`src/rtl/rtc_bcd_counter_if.sv`:
```
// Bundle of the rtc_bcd_counter control, load, alarm and time-output signals.
// Latency: none (wiring only).
// Backpressure: none; every signal is a level or a single-cycle strobe.
//
// master: drives sec_q/run/load/load_*/alarm_* and observes hh/mm/ss/tick/load_err/alarm.
// slave : the counter itself.
interface rtc_bcd_counter_if;
  logic       sec_q;
  logic       run;
  logic       load;
  logic [7:0] load_hh;
  logic [7:0] load_mm;
  logic [7:0] load_ss;
  logic       alarm_en;
  logic [7:0] alarm_hh;
  logic [7:0] alarm_mm;
  logic [7:0] hh;
  logic [7:0] mm;
  logic [7:0] ss;
  logic       tick;
  logic       load_err;
  logic       alarm;

  modport master (
    output sec_q, run, load, load_hh, load_mm, load_ss, alarm_en, alarm_hh, alarm_mm,
    input  hh, mm, ss, tick, load_err, alarm
  );

  modport slave (
    input  sec_q, run, load, load_hh, load_mm, load_ss, alarm_en, alarm_hh, alarm_mm,
    output hh, mm, ss, tick, load_err, alarm
  );
endinterface

```
`src/rtl/rtc_bcd_counter.sv`:
```
// BCD hh:mm:ss time-of-day counter advanced by rising edges of a 1 Hz square wave.
// Latency: 2 clk edges from sec_q sampled high to new time + tick (+2 with TICK_SYNC=1); load is 1 edge.
// Backpressure: none; edges seen while paused or during a load are dropped, never queued.
//
// Ports: clk, reset (async, active-low), bus (rtc_bcd_counter_if.slave):
//   in  sec_q, run, load, load_hh/mm/ss, alarm_en, alarm_hh/mm
//   out hh, mm, ss (BCD), tick, load_err, alarm (one-cycle pulses)
// Parameter TICK_SYNC=1 puts a 2-flop synchronizer in front of the edge detector.
// Define RTC_BCD_ALARM_EN to build the alarm comparator; otherwise alarm is tied 0.
module rtc_bcd_counter #(
  parameter bit TICK_SYNC = 1'b0
) (
  input logic               clk,
  input logic               reset,
  rtc_bcd_counter_if.slave  bus
);

  // Increment a valid BCD byte; callers handle the wrap values themselves.
  function automatic logic [7:0] bcd_inc(input logic [7:0] v);
    if (v[3:0] == 4'd9) return {v[7:4] + 4'd1, 4'd0};
    else                return {v[7:4], v[3:0] + 4'd1};
  endfunction

  // Nibbles must be decimal digits; with that guaranteed, raw byte compare equals BCD compare.
  function automatic logic bcd_ok(input logic [7:0] v, input logic [7:0] max);
    return (v[7:4] <= 4'd9) && (v[3:0] <= 4'd9) && (v <= max);
  endfunction

  // ---------------------------------------------------------------- input path
  logic sec_in;

  generate
    if (TICK_SYNC) begin : g_sync
      logic sync0_q, sync1_q;
      // Reset high like s1/s2 so a wave already high at reset release is not an edge.
      always_ff @(posedge clk or negedge reset) begin
        if (!reset) begin
          sync0_q <= 1'b1;
          sync1_q <= 1'b1;
        end else begin
          sync0_q <= bus.sec_q;
          sync1_q <= sync0_q;
        end
      end
      assign sec_in = sync1_q;
    end else begin : g_nosync
      assign sec_in = bus.sec_q;
    end
  endgenerate

  // ---------------------------------------------------------------- state
  logic       s1_q, s1_d, s2_q, s2_d;
  logic [7:0] hh_q, hh_d, mm_q, mm_d, ss_q, ss_d;
  logic       tick_q, tick_d, load_err_q, load_err_d, alarm_q, alarm_d;

  logic       rise;
  logic       ss_wrap, mm_wrap, hh_wrap;
  logic [7:0] hh_nx, mm_nx, ss_nx;
  logic       load_ok;
  logic       alarm_hit;

  // Next time after one second, computed as a whole so carries land in one update.
  always_comb begin
    ss_wrap = (ss_q == 8'h59);
    mm_wrap = (mm_q == 8'h59);
    hh_wrap = (hh_q == 8'h23);
    ss_nx   = ss_wrap ? 8'h00 : bcd_inc(ss_q);
    mm_nx   = mm_q;
    hh_nx   = hh_q;
    if (ss_wrap) begin
      mm_nx = mm_wrap ? 8'h00 : bcd_inc(mm_q);
      if (mm_wrap) hh_nx = hh_wrap ? 8'h00 : bcd_inc(hh_q);
    end
  end

  assign load_ok = bcd_ok(bus.load_hh, 8'h23) && bcd_ok(bus.load_mm, 8'h59) &&
                   bcd_ok(bus.load_ss, 8'h59);

`ifdef RTC_BCD_ALARM_EN
  // Compared against the post-advance time so the pulse coincides with tick.
  assign alarm_hit = bus.alarm_en && (hh_nx == bus.alarm_hh) &&
                     (mm_nx == bus.alarm_mm) && (ss_nx == 8'h00);
`else
  logic unused_alarm_inputs;
  assign unused_alarm_inputs = ^{bus.alarm_en, bus.alarm_hh, bus.alarm_mm};
  assign alarm_hit = 1'b0;
`endif

  always_comb begin
    s1_d       = sec_in;
    s2_d       = s1_q;
    rise       = s1_q & ~s2_q;
    hh_d       = hh_q;
    mm_d       = mm_q;
    ss_d       = ss_q;
    tick_d     = 1'b0;
    load_err_d = 1'b0;
    alarm_d    = 1'b0;
    // Load wins over a coincident edge; the edge is consumed by s2 and lost.
    if (bus.load) begin
      if (load_ok) begin
        hh_d = bus.load_hh;
        mm_d = bus.load_mm;
        ss_d = bus.load_ss;
      end else begin
        load_err_d = 1'b1;
      end
    end else if (rise && bus.run) begin
      hh_d    = hh_nx;
      mm_d    = mm_nx;
      ss_d    = ss_nx;
      tick_d  = 1'b1;
      alarm_d = alarm_hit;
    end
  end

  always_ff @(posedge clk or negedge reset) begin
    if (!reset) begin
      s1_q       <= 1'b1;
      s2_q       <= 1'b1;
      hh_q       <= 8'h00;
      mm_q       <= 8'h00;
      ss_q       <= 8'h00;
      tick_q     <= 1'b0;
      load_err_q <= 1'b0;
      alarm_q    <= 1'b0;
    end else begin
      s1_q       <= s1_d;
      s2_q       <= s2_d;
      hh_q       <= hh_d;
      mm_q       <= mm_d;
      ss_q       <= ss_d;
      tick_q     <= tick_d;
      load_err_q <= load_err_d;
      alarm_q    <= alarm_d;
    end
  end

  assign bus.hh       = hh_q;
  assign bus.mm       = mm_q;
  assign bus.ss       = ss_q;
  assign bus.tick     = tick_q;
  assign bus.load_err = load_err_q;
  assign bus.alarm    = alarm_q;

endmodule
```
`src/flat_wrapper.sv`:
```
// flat-port wrapper written by rule: the top's interface ports become plain ports
module rtc_bcd_counter_flat 
#(
  parameter bit TICK_SYNC = 1'b0
)
  (clk, reset, bus_sec_q, bus_run, bus_load, bus_load_hh, bus_load_mm, bus_load_ss, bus_alarm_en, bus_alarm_hh, bus_alarm_mm, bus_hh, bus_mm, bus_ss, bus_tick, bus_load_err, bus_alarm);
  rtc_bcd_counter_if bus_i ();
  input logic clk;
  input logic reset;
  input wire logic [$bits(bus_i.sec_q)-1:0] bus_sec_q;
  input wire logic [$bits(bus_i.run)-1:0] bus_run;
  input wire logic [$bits(bus_i.load)-1:0] bus_load;
  input wire logic [$bits(bus_i.load_hh)-1:0] bus_load_hh;
  input wire logic [$bits(bus_i.load_mm)-1:0] bus_load_mm;
  input wire logic [$bits(bus_i.load_ss)-1:0] bus_load_ss;
  input wire logic [$bits(bus_i.alarm_en)-1:0] bus_alarm_en;
  input wire logic [$bits(bus_i.alarm_hh)-1:0] bus_alarm_hh;
  input wire logic [$bits(bus_i.alarm_mm)-1:0] bus_alarm_mm;
  output wire logic [$bits(bus_i.hh)-1:0] bus_hh;
  output wire logic [$bits(bus_i.mm)-1:0] bus_mm;
  output wire logic [$bits(bus_i.ss)-1:0] bus_ss;
  output wire logic [$bits(bus_i.tick)-1:0] bus_tick;
  output wire logic [$bits(bus_i.load_err)-1:0] bus_load_err;
  output wire logic [$bits(bus_i.alarm)-1:0] bus_alarm;
  assign bus_i.sec_q = bus_sec_q;
  assign bus_i.run = bus_run;
  assign bus_i.load = bus_load;
  assign bus_i.load_hh = bus_load_hh;
  assign bus_i.load_mm = bus_load_mm;
  assign bus_i.load_ss = bus_load_ss;
  assign bus_i.alarm_en = bus_alarm_en;
  assign bus_i.alarm_hh = bus_alarm_hh;
  assign bus_i.alarm_mm = bus_alarm_mm;
  assign bus_hh = bus_i.hh;
  assign bus_mm = bus_i.mm;
  assign bus_ss = bus_i.ss;
  assign bus_tick = bus_i.tick;
  assign bus_load_err = bus_i.load_err;
  assign bus_alarm = bus_i.alarm;
  rtc_bcd_counter #(.TICK_SYNC(TICK_SYNC)) u_core (.clk(clk), .reset(reset), .bus(bus_i));
endmodule
```
`config.mk`:
```
export PLATFORM = sky130hd
export DESIGN_NAME = rtc_bcd_counter_flat
export DESIGN_NICKNAME = d
export VERILOG_FILES = /design/src/rtl/rtc_bcd_counter_if.sv /design/src/rtl/rtc_bcd_counter.sv /design/src/flat_wrapper.sv
export SDC_FILE = /design/constraint.sdc
export NUM_CORES = 1
export LEC_CHECK = 0
export BUFFER_PORTS_ARGS = -buffer_cell sky130_fd_sc_hd__buf_2
export CAP_MARGIN = 0
export CORE_ASPECT_RATIO = 1.75
export CORE_MARGIN = 2
export CORE_UTILIZATION = 40
export DETAILED_ROUTE_END_ITERATION = 7
export HOLD_SLACK_MARGIN = 0.08
export PLACE_DENSITY_LB_ADDON = 0.12
export SLEW_MARGIN = 10
export SYNTH_ARGS = -nofsm -noshare
export SYNTH_HDL_FRONTEND = slang
export SYNTH_SLANG_ARGS = --single-unit
```
`constraint.sdc`:
```
create_clock -name clk -period 4.5 [get_ports clk]
set_input_delay 0.45 -clock clk [delete_from_list [all_inputs] [get_ports clk]]
set_output_delay 0.45 -clock clk [all_outputs]
set_load 0.02 [all_outputs]
```
==> After elaboration in Yosys (flattened, before gate mapping) <==
Index checks and enable logic that the tools add are counted.
W data, S select, Z words.
{ "word_totals": {"in_bits": 46, "word_cells": 77, "regBits": 28} }
{ "op_classes": {"n_mux": 22, "bitwise_logic": 2, "order_cmp": 9, "addsub": 6, "eq_ne": 7, "reduce_logical": 21} }
{ "op_table": {"columns": ["op", "n"], "rows": [
  ["$mux W8", 18],
  ["$add A4 B1 Y4 const B", 6],
  ["$le A4 B4 Y1 const B", 6],
  ["$eq A8 B7 Y1 const B", 2],
  ["$le A8 B7 Y1 const B", 2],
  ["$eq A4 B4 Y1 const B", 3],
  ["$logic_and A1 B1 Y1", 9],
  ["$reduce_bool A3 Y1", 3],
  ["$eq A8 B6 Y1 const B", 1],
  ["$le A8 B6 Y1 const B", 1],
  ["$reduce_and A4 Y1", 2],
  ["$reduce_and A3 Y1", 2],
  ["$reduce_bool A2 Y1", 3],
  ["$reduce_and A5 Y1", 1],
  ["$mux W1", 4],
  ["$ne A2 B1 Y1 const B", 1],
  ["$reduce_and A2 Y1", 1],
  ["$and A1 B1 Y1", 1],
  ["$not A1 Y1", 1]
]} }

==> Logic depth before layout (Yosys ltp) <==
Gate-level depths: netlist of run 1.
{ "depth": {"depth_word": 7, "ltp_mapped": 8} }

==> Worst setup path before layout of run 1 <==
OpenSTA, ideal clock, no wires.
{ "synth_timing": {"path_kind": "reg-to-reg", "startpoint": "register u_core.ss_q[1], in the netlist u_core.bus.ss[1]", "endpoint": "register u_core.hh_q[5], in the netlist u_core.bus.hh[5]", "slack_ns": 2.489, "synth_period_minus_slack_ns": 2.011, "arrival_time_ns": 1.886, "stages_incl_launch_ff": 9, "cell_sequence": "dfrtp_1 > inv_1 > ha_1 > and3b_1 > clkbuf_1 > nand3_2 > nor3_4 > o221ai_4 > mux2_4"} }
{ "synth_between": {"elab_chain_len": 3} }
{ "synth_rtl": {"columns": ["item", "line", "text"], "rows": [
  ["start: declaration", "rtc_bcd_counter.sv:53", "logic [7:0] hh_q, hh_d, mm_q, mm_d, ss_q, ss_d;"],
  ["start signal: assignment", "rtc_bcd_counter.sv:132", "ss_q <= ss_d;"],
  ["$eq A8 B7 Y1", "rtc_bcd_counter.sv:64", "ss_wrap = (ss_q == 8'h59);"],
  ["$reduce_bool A2 Y1 (no source line)", null, null],
  ["$reduce_and A5 Y1 (no source line)", null, null],
  ["end signal: assignment", "rtc_bcd_counter.sv:130", "hh_q <= hh_d;"],
  ["end: declaration", "rtc_bcd_counter.sv:53", null]
]} }
Every way passes these cells.
A chain may end at the register's enable or synchronous reset.

==> Worst setup path after layout of run 1 <==
{ "layout_timing": {"startpoint": "input bus_load", "endpoint": "register u_core.mm_q[4], in the netlist u_core.bus.mm[4]"} }
{ "layout_between": {"elab_chain_len": 2, "elab_cells_between_ends": 6, "cone_classes": "1 x eq/ne; 1 x mux; 4 x reduce/logical"} }
{ "layout_rtl": {"columns": ["item", "line", "text"], "rows": [
  ["start: declaration", "flat_wrapper.sv:12", "input wire logic [$bits(bus_i.load)-1:0] bus_load;"],
  ["$ne A2 B1 Y1 (no source line) (tied with other cells)", null, null],
  ["$reduce_and A4 Y1 (no source line)", null, null],
  ["end signal: assignment", "rtc_bcd_counter.sv:131", "mm_q <= mm_d;"],
  ["end: declaration", "rtc_bcd_counter.sv:53", null]
]} }
Parallel ways exist; a longest one is shown, timed or not.

==> impl_metrics.py, run 1 <==
metrics = {
    "status": {
        "status": "completed",
    },
    "synth": {
        "ys_seq_elements": 28,
        "syn_nets": 254,
        "ys.flop_type": "dfrtp_1",
        "synth_edf_count": 0,
        "synthXorXnorAreaFrac_pct": 0.927,
        "synth_top_family_by_area": "simple AND/OR/NAND/NOR gates",
        "yosysWarningCount": 0,
        "syn-instance-count": 198,
        "synthMuxAreaShare_pct": 8.21,
        "postSynthAreaPerCell_um2": 9.55,
        "synth-compound-area-share_pct": 20.1,
        "yosys.area_share.simple_pct": 22.6,
        "synth_adder_area_share_pct": 6.62,
        "synth-seq-area-share_pct": 37.2,
        "netlist_area_um2": 1890,
        "async_flop_share_pct": 100,
        "ys_types": 58,
    },
    "worst_hold_path": {
        "hp-class": "input port to asynchronous set/reset pin",
    },
    "flow_run": {
        "maxCapViolations": 0,
    },
    "power_and_ir_drop": {
        "internal_power_mw": 0.468,
        "irDropWorstVdd_mv": 0.202,
        "p_leak_nw": 1.10,
        "power_mw": 0.731,
        "pwr-share-clk_pct": 21.4,
        "power_density_nw_per_um2": 327,
        "p_switching_mw": 0.263,
        "p_seq_share_pct": 46.4,
        "p_comb_share_pct": 32.2,
        "swShare_pct": 36.0,
    },
    "placement": {
        "place_congestion": 0.826,
        "dpl.cell_count": 295,
        "placement.io_buffers": 54,
        "hpwl_um": 3530,
    },
    "routing": {
        "post_drt_wl_per_cell_um": 15.8,
        "ant_nets": 0,
        "vias": 1745,
        "firstDrtPassIters": 4,
        "avgViaCountPerCell": 5.84,
        "drt_wl_total_um": 4720,
        "drc": 0,
        "drt_iter0_drc": 52,
    },
    "clock_network": {
        "cts_tree": "built",
        "clock-root-buffer": "clkbuf_8",
        "postCtsSetupBuffers": 0,
        "htree_num_levels": 1,
        "cts.sinks": 28,
        "cts_made_buffers": 3,
        "clockBufferDepth": 2,
        "clkTransAtPathRegs_ps": 100,
        "clock_latency_ps": 270,
        "post_cts_resized": 0,
        "cts_hold_buffers": 0,
    },
    "global_routing": {
        "grt_pass1_vias": 1606,
        "grt_max_degree": 46,
        "gr-total-overflow": 0,
        "grt_pass1_wl_um": 7560,
        "antenna_found_initial": 0,
        "grt_use_total_pct": 17.8,
    },
    "cells_and_area": {
        "syn_to_final_growth_pct": 18.3,
        "nets": 304,
        "layout-drive-gt1-share_pct": 28.7,
        "antennaDiodeCount": 0,
        "fillCellCount": 465,
        "instances_no_fill": 299,
    },
    "die": {
        "core-area_um2": 4620,
        "design.die.area_um2": 5310,
        "die_w_um": 56.0,
        "die_y_um": 94.9,
        "ioPinCount": 73,
        "rows": 33,
        "initial_core_util_pct": 40.9,
    },
    "timing": {
        "period_minus_slack_ps": 2400,
        "hold_viol": 0,
        "report.final.setup_viol": 0,
        "report.final.slew_viol_count": 0,
        "tns_ps": 0,
        "tightest_slew_ps": 834,
        "final.period_utilization_pct": 53.2,
        "max_freq_mhz": 417,
        "finClkSkew_ps": 3.40,
        "maxSlewHeadroom_pct": 44.4,
        "rsz0062_at_grt": "no",
    },
    "setup_path": {
        "crit_fanout": 45,
        "path_class": "input port to register",
        "timing.critical_path.required_ps": 4670,
        "start_kind": "input port",
        "crit_arrival_ps": 2560,
        "end_kind": "register",
    },
}
path summary, 6_finish.rpt:
kind                                   from  depth (start not counted)  slack (ps)               end
min reg2reg                     u_core.s1_q                          0         370       u_core.s2_q
max reg2reg                u_core.bus.ss[1]                          7        2290  u_core.bus.mm[4]
max in group asynchronous             reset                          1        3880  u_core.bus.mm[0]
min                                   reset                          1         200   u_core.bus.tick
min in group clk                  bus_sec_q                          1         270       u_core.s1_q
max                                bus_load                          6        2100  u_core.bus.mm[4]
flip-flops by register name, indices dropped and copies added (netlist names):
register             count
u_core.bus.tick          1
u_core.s2_q              1
u_core.s1_q              1
u_core.bus.hh            8
u_core.bus.mm            8
u_core.bus.load_err      1
u_core.bus.ss            8
cell type report:
type                       count  area [um^2]  share of cell area [%]
clock buffer                   4         55.1                    2.46
inverter                       9         33.8                    1.51
multi-input combinational    152         1110                    49.6
sequential                    28          703                    31.4
tap                           52         65.1                    2.91
timing repair buffer          54          270                    12.1
synthesized netlist by cell type, types with 3 or more instances:
master    number  share of area, %
o21ai_0       14               3.7
nor2_1        15               3.0
dfrtp_1       26                34
mux2_4         4               3.2
ha_1          10               6.6
mux2i_1        5               2.6
nor3_1         5               1.3
buf_1          4              0.79
a221o_1        3               1.6
inv_1          9               1.8
a21oi_1        5               1.3
nand2_1       18               3.6
nand3_1       10               2.6
nand3b_1       6               2.4
o31ai_1        5               2.0
o211ai_1       3               1.2
critical path: stages:
cell,delay [ps]
buf_2,360
and4bb_1,660
nand3_1,240
nor2_1,280
or2_1,250
mux2_4,310
cells in the final DEF, fill, tap and decap left out, types with 3 or more instances in the layout:
master and instances:
dfrtp_1 26, nor2_1 15, nand2_1 18, a21oi_1 5, nor3_1 5, o211ai_1 3
clkbuf_8 4, ha_1 10, a221o_1 3, nand3_1 10, inv_1 9, mux2i_1 5
buf_2 54, o21ai_0 14, o31ai_1 5, nand3b_1 6, mux2_4 4
kinds of logic after synthesis:
group                      Yosys count
buffers and inverters               18
DFF                                 28
AOI/OAI and AO/OA                   51
and+or+nand+nor                     75
xor gates and xnor gates             2
other                                1
muxes                               13
adders and majority gates           10
power by group through the flow:
stage | Sequential, mW | Combinational (mW) | Clock (mW)
floorplan | 0.377 | 0.119 | 0
detailed placement | 0.345 | 0.237 | 0
finish | 0.339 | 0.235 | 0.157
global route | 0.346 | 0.264 | 0.174
CTS | 0.340 | 0.238 | 0.164
global placement | 0.345 | 0.234 | 0
through the flow:
step | util (%) | hold slack, ps | worst slack [ps] | cell area (um^2)
2_1_floorplan | - | 154 | 2490 | 1890
3_3_place_gp | 47.2 | 357 | 1800 | 2180
3_5_place_dp | 47.2 | 362 | 1820 | 2180
4_1_cts | 48.4 | 208 | 2100 | 2240
5_1_grt | 48.4 | 236 | 1940 | 2240
6_report | 48.4 | 196 | 2100 | 2240
routing by layer:
layer / global-route usage (%) / up-vias / routed length [um]
met5: 0 / - / 0
met4: 8.93 / 0 / 131
met3: 2.05 / 12 / 208
met2: 30.2 / 53 / 2430
met1: 22.1 / 846 / 1950
li1: - / 834 / -
Power figures use the tool's default switching activity.
==> inputs of run 2 (changes only) <==
==> constraint.sdc (replaced) <==
create_clock -name clk -period 1.9 [get_ports clk]
set_input_delay 0.19 -clock clk [delete_from_list [all_inputs] [get_ports clk]]
set_output_delay 0.19 -clock clk [all_outputs]
set_load 0.02 [all_outputs]
==> run 2 against run 1 <==
Clock skew about the same. Via count increased by 7.0%. Core utilization increased by 7.8 points. Total power increased to 2.6 times the previous value. Largest cell class unchanged. Largest power group is now combinational logic.
==> impl_metrics.py, run 2 (synthesis results as in run 1) <==
metrics = {
    "status": {
        "status": "completed",
    },
    "setup_path": {
        "cp.buffers_inverters": 1,
        "start_kind": "register",
        "path_cells": "ha_4 > and3b_2 > nand3_1 > nor2_2 > or2_1 > buf_4 > a22o_1",
        "slowest_stage": "dfrtp_2",
        "crit_fanout": 4,
        "end_kind": "register",
        "path_class": "register to register",
        "critPathMaxStageDelay_ps": 440,
        "timing.critical_path.required_ps": 2070,
        "critPathTopFamily": "simple AND/OR/NAND/NOR gates",
        "crit_arrival_ps": 1970,
    },
    "timing": {
        "whs_ps": 157,
        "hold_viol": 0,
        "max_freq_mhz": 553,
        "finClkSkew_ps": 3.65,
        "report.final.slew_viol_count": 0,
        "tns_ps": 0,
        "rsz0062_at_grt": "yes",
        "tightest_slew_ps": 644,
        "report.final.setup_viol": 0,
        "period_minus_slack_ps": 1810,
        "maxSlewHeadroom_pct": 57.0,
        "fin_ws_ps": 92.0,
        "final.period_utilization_pct": 95.2,
    },
    "global_routing": {
        "grt_pass1_vias": 1744,
        "grt_max_degree": 45,
        "gr-total-overflow": 0,
        "antenna_found_initial": 0,
        "grt_pass1_wl_um": 8020,
        "grt_use_total_pct": 18.9,
    },
    "die": {
        "design.die.area_um2": 5310,
        "die_w_um": 56.0,
        "initial_core_util_pct": 40.9,
        "ioPinCount": 73,
        "die_y_um": 94.9,
        "core-area_um2": 4620,
        "rows": 33,
    },
    "flow_run": {
        "maxCapViolations": 0,
    },
    "cells_and_area": {
        "final_cell_mix": "buf_2 (54), buf_4 (36), dfrtp_1 (24)",
        "final_util_pct": 56.1,
        "finalInstanceArea_um2": 2600,
        "multiInputGateArea_um2": 1160,
        "syn_to_final_growth_pct": 37.3,
        "layout-drive-gt1-share_pct": 42.3,
        "instances_no_fill": 338,
        "nets": 343,
        "seqCellArea_um2": 706,
        "final_common_cell": "buf_2",
        "antennaDiodeCount": 0,
        "fillCellCount": 443,
    },
    "worst_hold_path": {
        "hp-class": "input port to register",
    },
    "power_and_ir_drop": {
        "power_mw": 1.92,
        "p_leak_nw": 1.29,
        "power_density_nw_per_um2": 740,
        "irDropWorstVdd_mv": 0.462,
    },
    "placement": {
        "hpwl_um": 3820,
        "place_ws_ps": 56.5,
        "placement.io_buffers": 54,
        "place_congestion": 0.815,
        "dpl.cell_count": 329,
        "post_dp_cell_area_um2": 2450,
    },
    "clock_network": {
        "clkTransAtPathRegs_ps": 100,
        "clock-root-buffer": "clkbuf_8",
        "cts_made_buffers": 3,
        "cts_tree": "built",
        "cts.sinks": 28,
        "clock_latency_ps": 270,
        "clockBufferDepth": 2,
        "htree_num_levels": 1,
    },
    "routing": {
        "drt_wl_total_um": 4990,
        "drc": 0,
        "firstDrtPassIters": 4,
        "avgViaCountPerCell": 5.53,
        "drt_iter0_drc": 60,
        "post_drt_wl_per_cell_um": 14.8,
        "vias": 1868,
        "ant_nets": 0,
    },
}
-- run 2: cell types whose count changed in the layout (fill, tap and decap cells not counted), sizes merged --
cell	delta
dlygate4sd3	+2
buf	+37
-- run 2: repair_timing --
item	4_1_cts	5_1_grt
setup buffers	0	3
hold buffers	2	0
gates resized for setup	0	14
hold endpoints to repair	27	0
setup endpoints to repair	0	12
-- run 2: metal layers --
layer	share of wire [%]	track usage [%]	vias up	wire length (um)
li1	-	-	915	-
met1	40	22.3	896	2020
met2	55	35.3	53	2730
met3	3.6	1.64	4	180
met4	1.2	6.75	0	62
met5	0	0	-	0
-- run 2: where the power goes --
part	internal (mW)	total [mW]	switching (mW)
Sequential	0.685	0.759	0.0739
Combinational	0.374	0.785	0.411
Clock	0.186	0.376	0.191
Total	1.24	1.92	0.676
-- run 2: final cells by class --
class                           instances  area share, %
Tap cell                               52           2.51
Sequential cell                        28           27.2
Timing Repair Buffer                   93           22.4
Inverter                                9           1.30
Multi-Input combinational cell        152           44.5
Clock buffer                            4           2.12
-- run 2: final timing paths --
path / slack (ps) / endpoint / cells past startpoint / from
hold / removal: 160 / u_core.bus.ss[3] / 2 / bus_load_ss[3]
min in group asynchronous: 460 / u_core.bus.hh[6] / 2 / reset
max in group asynchronous: 980 / u_core.bus.ss[1] / 2 / reset
setup / recovery: 90 / u_core.bus.mm[7] / 7 / u_core.bus.ss[0]
hold reg to reg: 370 / u_core.s2_q / 0 / u_core.s1_q
setup reg to reg: 90 / u_core.bus.mm[7] / 7 / u_core.bus.ss[0]
-- run 2: worst register-to-register path, stage by stage, from the launching register on --
cell,delay [ps]
dfrtp_2,440
ha_4,160
and3b_2,240
nand3_1,180
nor2_2,60
or2_1,250
buf_4,150
a22o_1,200
